**config.mk**
```make
export PLATFORM = sky130hd
export DESIGN_NAME = rs_syndrome_calc
export DESIGN_NICKNAME = d
export VERILOG_FILES = /design/src/rtl/rs_pkg.sv /design/src/rtl/rs_gf_mul_const.sv /design/src/rtl/rs_syndrome_calc.sv
export SDC_FILE = /design/constraint.sdc
export NUM_CORES = 1
export LEC_CHECK = 0
export BUFFER_PORTS_ARGS = -buffer_cell sky130_fd_sc_hd__buf_2
export CAP_MARGIN = 10
export CORE_ASPECT_RATIO = 0.7
export CORE_MARGIN = 2
export CORE_UTILIZATION = 45
export DETAILED_ROUTE_END_ITERATION = 12
export PLACE_DENSITY = 0.68
export SYNTH_ARGS = -nofsm -noshare
export SYNTH_HDL_FRONTEND = slang
export SYNTH_SLANG_ARGS = --single-unit
```
**constraint.sdc**
```tcl
create_clock -name clk -period 6.5 [get_ports clk]
set_clock_uncertainty 0.15 [all_clocks]
set_input_delay 0.975 -clock clk [delete_from_list [all_inputs] [get_ports clk]]
set_output_delay 0.975 -clock clk [all_outputs]
set_load 0.1 [all_outputs]
```
**src/rtl/rs_pkg.sv**
```systemverilog
// Shared GF(2^8) definitions for the Reed-Solomon decoder front end.
// The package holds the state encoding, the field constants and the elaboration-time GF helpers.
package rs_pkg;

   localparam int RS_T = 8;
   localparam int RS_NSYN = 16;
   localparam int RS_SYM_W = 8;
   localparam logic [8:0] GF_PRIM_POLY = 9'h11D;

   typedef enum logic [1:0] {
      ST_IDLE,
      ST_ACCUM,
      ST_DONE
   } synd_state_e;

   // Shift-and-add multiply; the carry out of bit 7 is folded back through the field polynomial
   function automatic logic [RS_SYM_W-1:0] gf_mul(input logic [RS_SYM_W-1:0] a,
                                                  input logic [RS_SYM_W-1:0] b,
                                                  input logic [8:0] poly);
      logic [RS_SYM_W-1:0] p;
      logic [RS_SYM_W-1:0] x;
      logic [8:0] t;
      p = '0;
      x = a;
      for (int k = 0; k < RS_SYM_W; k++) begin
         if (b[k]) p = p ^ x;
         t = {x, 1'b0};
         if (t[8]) t = t ^ poly;
         x = t[7:0];
      end
      return p;
   endfunction

   function automatic logic [RS_SYM_W-1:0] gf_alpha_pow(input int k, input logic [8:0] poly);
      logic [RS_SYM_W-1:0] r;
      r = 8'h01;
      for (int n = 0; n < (k % 255); n++) r = gf_mul(r, 8'h02, poly);
      return r;
   endfunction

endpackage

```
**src/rtl/rs_gf_mul_const.sv**
```systemverilog
// Multiply an 8-bit symbol by a fixed GF(2^8) constant.
// Each input bit selects one precomputed column, so the result is a pure XOR tree.
module rs_gf_mul_const
   import rs_pkg::*;
#(
   parameter logic [RS_SYM_W-1:0] CONST = 8'h01,
   parameter logic [8:0] PRIM_POLY = GF_PRIM_POLY
) (
   input  logic [RS_SYM_W-1:0] din,
   output logic [RS_SYM_W-1:0] dout
);

   always_comb begin
      dout = '0;
      for (int j = 0; j < RS_SYM_W; j++) begin
         if (din[j]) dout = dout ^ gf_mul(CONST, RS_SYM_W'(1 << j), PRIM_POLY);
      end
   end

endmodule

```
**src/rtl/rs_syndrome_calc.sv**
```systemverilog
// RS(255,239) syndrome calculator feeding the Berlekamp-Massey stage (Horner accumulation per syndrome).
// Optional macro RS_SYND_ZERO_FLAG_EN adds the registered no_err output (all syndromes zero).
module rs_syndrome_calc
   import rs_pkg::*;
#(
   parameter int CW_LEN = 255,
   parameter int FCR = 0,
   parameter logic [8:0] PRIM_POLY = GF_PRIM_POLY
) (
   input  logic clk,
   input  logic reset,
   input  logic in_valid,
   input  logic in_sof,
   input  logic [RS_SYM_W-1:0] in_data,
   output logic [RS_SYM_W-1:0] Sm1,
   output logic [RS_SYM_W-1:0] Sm2,
   output logic [RS_SYM_W-1:0] Sm3,
   output logic [RS_SYM_W-1:0] Sm4,
   output logic [RS_SYM_W-1:0] Sm5,
   output logic [RS_SYM_W-1:0] Sm6,
   output logic [RS_SYM_W-1:0] Sm7,
   output logic [RS_SYM_W-1:0] Sm8,
   output logic [RS_SYM_W-1:0] Sm9,
   output logic [RS_SYM_W-1:0] Sm10,
   output logic [RS_SYM_W-1:0] Sm11,
   output logic [RS_SYM_W-1:0] Sm12,
   output logic [RS_SYM_W-1:0] Sm13,
   output logic [RS_SYM_W-1:0] Sm14,
   output logic [RS_SYM_W-1:0] Sm15,
   output logic [RS_SYM_W-1:0] Sm16,
   output logic Sm_ready,
   output logic busy
`ifdef RS_SYND_ZERO_FLAG_EN
   ,
   output logic no_err
`endif
);

   localparam logic [7:0] LAST_CNT = 8'(CW_LEN - 1);

   synd_state_e state;
   logic [7:0] cnt;
   logic [RS_SYM_W-1:0] acc      [RS_NSYN];
   logic [RS_SYM_W-1:0] acc_src  [RS_NSYN];
   logic [RS_SYM_W-1:0] mul_out  [RS_NSYN];
   logic [RS_SYM_W-1:0] acc_next [RS_NSYN];
   logic [RS_SYM_W-1:0] sm_q     [RS_NSYN];
   logic first_byte;
   logic last_byte;

   // Outside ACCUM every byte opens a codeword, and in_sof inside ACCUM restarts one
   assign first_byte = (state != ST_ACCUM) || in_sof;
   assign last_byte  = in_valid && (state == ST_ACCUM) && !in_sof && (cnt == LAST_CNT);

   genvar g;
   generate
      for (g = 0; g < RS_NSYN; g++) begin : g_syn
         assign acc_src[g] = first_byte ? '0 : acc[g];
         rs_gf_mul_const #(
            .CONST(gf_alpha_pow(FCR + g, PRIM_POLY)),
            .PRIM_POLY(PRIM_POLY)
         ) u_mul (
            .din(acc_src[g]),
            .dout(mul_out[g])
         );
         assign acc_next[g] = mul_out[g] ^ in_data;
      end
   endgenerate

`ifdef RS_SYND_ZERO_FLAG_EN
   logic all_zero;
   always_comb begin
      all_zero = 1'b1;
      for (int i = 0; i < RS_NSYN; i++) begin
         if (acc_next[i] != '0) all_zero = 1'b0;
      end
   end
`endif

   // The output bank is loaded with the final Horner step on the last byte, so it is valid in the DONE cycle
   always_ff @(posedge clk) begin
      if (reset) begin
         state    <= ST_IDLE;
         cnt      <= '0;
         busy     <= 1'b0;
         Sm_ready <= 1'b0;
         for (int i = 0; i < RS_NSYN; i++) begin
            acc[i]  <= '0;
            sm_q[i] <= '0;
         end
`ifdef RS_SYND_ZERO_FLAG_EN
         no_err <= 1'b0;
`endif
      end else begin
         Sm_ready <= 1'b0;
         if (in_valid) begin
            for (int i = 0; i < RS_NSYN; i++) acc[i] <= acc_next[i];
         end
         case (state)
            ST_IDLE, ST_DONE: begin
               if (in_valid) begin
                  state <= ST_ACCUM;
                  cnt   <= 8'd1;
                  busy  <= 1'b1;
               end else begin
                  state <= ST_IDLE;
               end
            end
            ST_ACCUM: begin
               if (last_byte) begin
                  state    <= ST_DONE;
                  cnt      <= '0;
                  busy     <= 1'b0;
                  Sm_ready <= 1'b1;
                  for (int i = 0; i < RS_NSYN; i++) sm_q[i] <= acc_next[i];
`ifdef RS_SYND_ZERO_FLAG_EN
                  no_err <= all_zero;
`endif
               end else if (in_valid) begin
                  cnt <= in_sof ? 8'd1 : cnt + 8'd1;
               end
            end
            default: state <= ST_IDLE;
         endcase
      end
   end

   assign Sm1  = sm_q[0];
   assign Sm2  = sm_q[1];
   assign Sm3  = sm_q[2];
   assign Sm4  = sm_q[3];
   assign Sm5  = sm_q[4];
   assign Sm6  = sm_q[5];
   assign Sm7  = sm_q[6];
   assign Sm8  = sm_q[7];
   assign Sm9  = sm_q[8];
   assign Sm10 = sm_q[9];
   assign Sm11 = sm_q[10];
   assign Sm12 = sm_q[11];
   assign Sm13 = sm_q[12];
   assign Sm14 = sm_q[13];
   assign Sm15 = sm_q[14];
   assign Sm16 = sm_q[15];

endmodule
```
==> run summary <==
status - finished, final reports clean
Longest Clk Path Bufs - 3
post-CTS setup repair buffer count - 0
total power - 0.00454 W
Pre-antenna DRT Iters - 5
top cell type's share of synthesized area - 58.8%
worst r2r path cells - 4
critical path's top delay family - simple AND/OR/NAND/NOR gates
antenna violations before repair - 0
gr usage total - 18.8%
crit path from - in_sof
hold buffer count at cts - 0
clock sinks - 268
clock root cell - clkbuf_16
post_cts resized - 0
vias in the first global route - 7725
critical path fanouts, max - 64
worst path buffer plus inverter count - 2
Post-synth top flop - edfxtp_1
RSZ-0062 raised after global routing - no
EDFF count, synth - 256
Via density - 5.27
async set-reset flop share out of synthesis - 0%
maxcap violations - 0
final setup violation count - 0
Worst Path Required - 6.53 ns
Seq cells post-synth - 268
first-pass GRT wire length - 44900 um
Initial DRC Count - 607
commonest non-fill, non-tap cell in the layout - edfxtp_1
CP Cell Sequence - buf_2, or3b_4, nor3_2, or2_4, buf_4
largest area contributor in the netlist - edfxtp_1
CP endpoint kind - flop
I/O Buffers - 141
global route overflow - 0
Cells after Synth - 1028
Hold Vio Cnt, Final - 0
Die Wd - 208 um
Setup CP Type - primary input to flop
WL final - 28700 um
crit path time final - 3.54 ns
Rows - 52
worst r2r src - state[0]
core area - 28800 sq um
CP startpoint kind - primary input
WP depth - 5
Initial Utilization - 45.4%
TritonCTS clock tree - built
antenna-violating nets left - 0
Slew headroom - 34.0%
Pleak - 5.45 nW
H-tree lvl count - 1
worst IR drop on VDD - 220 uV
largest net degree at the start of global routing - 103
n_diodes - 0
Wirelength per Cell - 18.7 um
hold depth - 2
area delta synth->final - 13.6%
HPWL after detailed placement - 17200 um
Warnings, synthesis - 0
Mapped Nets - 1042
worst hold start - cnt[7]
Remaining DRCs - 0
post-synth cell types - 39
Worst path slowest cell - or2_4
CTS Buf Count - 27
via count - 8113
RePlAce Congestion - 0.803
post-synthesis sequential area ratio - 60.7%
most frequent cells in the layout - 256 x edfxtp_1, 157 x nor2_1, 141 x xnor2_1, 141 x buf_2, 86 x a21oi_1
Post-Synthesis Cell Area - 13100 sq um
final period utilization - 54.5%
Clk pin slew, worst setup/hold paths - 0.06 ns
Min-Delay Path Class - flop to flop
crit path DAT - 3.57 ns
Slew Viols, Final - 0
worst-margin pin slew - 0.990 ns
number of nets in the layout - 1157
Area contributors post-synth - edfxtp_1 59%, xnor2_1 9.4%, xnor3_1 5.0%, xor2_1 4.6%, nor2_1 4.5%
Clk Latency, worst-skew pair - 0.54 ns
Fmax - 282 MHz
full die area - 30400 sq um
Post-Syn Area per Cell - 12.7 sq um
power density cells - 306 nW/um^2
slowest stage delay, CP - 0.84 ns
setup_tns - 0 ns
Ports - 142
share of layout cells above drive strength 1 - 17.8%
die height - 147 um
## worst paths after layout
check / to / slack [ns]
hold / removal: cnt[7] / 0.36
setup / recovery: sm_q[0][30] / 2.96
setup reg to reg: sm_q[0][30] / 3.07
hold reg to reg: cnt[7] / 0.36
## power breakdown
group          leakage [nW]  switching, W  internal [W]
sequential             2.75     0.0000897       0.00203
combinational          2.30      0.000655      0.000289
clock                 0.410      0.000648      0.000835
total                  5.45       0.00139       0.00315
## flip-flops by register name, indices dropped and copies added (netlist names)
signal and count:
acc 128, state 2, busy 1, Sm_ready 1, sm_q 128, cnt 8
## stage by stage
| stage | area, sq um | setup slack (ns) | utilization (%) | cells | hold slack (ns) |
|---|---|---|---|---|---|
| 3_5_place_dp | 14000 | 2.36 | 48.8 | 1492 | 0.348 |
| 2_1_floorplan | 13100 | 2.59 | - | 1028 | 0.309 |
| 5_1_grt | 14900 | 2.78 | 51.6 | 1539 | 0.396 |
| 6_report | 14900 | 2.96 | 51.6 | 1539 | 0.360 |
| 4_1_cts | 14900 | 2.92 | 51.6 | 1539 | 0.357 |
| 3_3_place_gp | 14000 | 2.49 | 48.8 | 1492 | 0.331 |
## worst register-to-register path, cell delays in order (launching register included)
cell and delay (ns):
dfxtp_1 0.42, or3b_4 0.66, nor3_2 0.43, or2_4 0.85
buf_4 0.54
## per-layer routing
layer / wire length [um] / track usage, % / vias up / share of wire, %
li1: - / - / 3842 / -
met4: 506 / 3.65 / 0 / 1.8
met1: 14100 / 28.7 / 4009 / 49
met3: 1600 / 3.31 / 33 / 5.6
met2: 12500 / 28.3 / 229 / 44
met5: 0 / 0 / - / 0
## layout make-up
cell class,count,area [sq um]
multi-input combinational,693,4850
tap,378,473
clock buffer,30,687
fill,2504,13900
sequential,268,7930
timing repair buffer,148,758
inverter,5,18.8
clock inverter,17,135
## cell families after synthesis
| logic type | Yosys count | synth area share, % |
|---|---|---|
| buf+inv | 67 | 2.43 |
| xor+xnor | 240 | 19.4 |
| mux | 19 | 1.50 |
| compound gates | 151 | 5.88 |
| simple gates | 281 | 9.98 |
| fa+ha+maj | 2 | 0.191 |
| flops | 268 | 60.7 |
## synth_stat cells (all sizes together) (2+ instances only)
cell type	n
edfxtp	256
mux2	5
or3	60
nand2	29
nor2b	4
dfxtp	12
nor3	2
clkbuf	36
nand2b	6
and2	2
or2	4
a21oi	86
nor2	163
inv	5
ha	2
o21ai	61
xor2	68
xnor3	29
buf	26
mux2i	14
xnor2	141
xor3	2
nand4	5
Power figures use the tool's default switching activity.
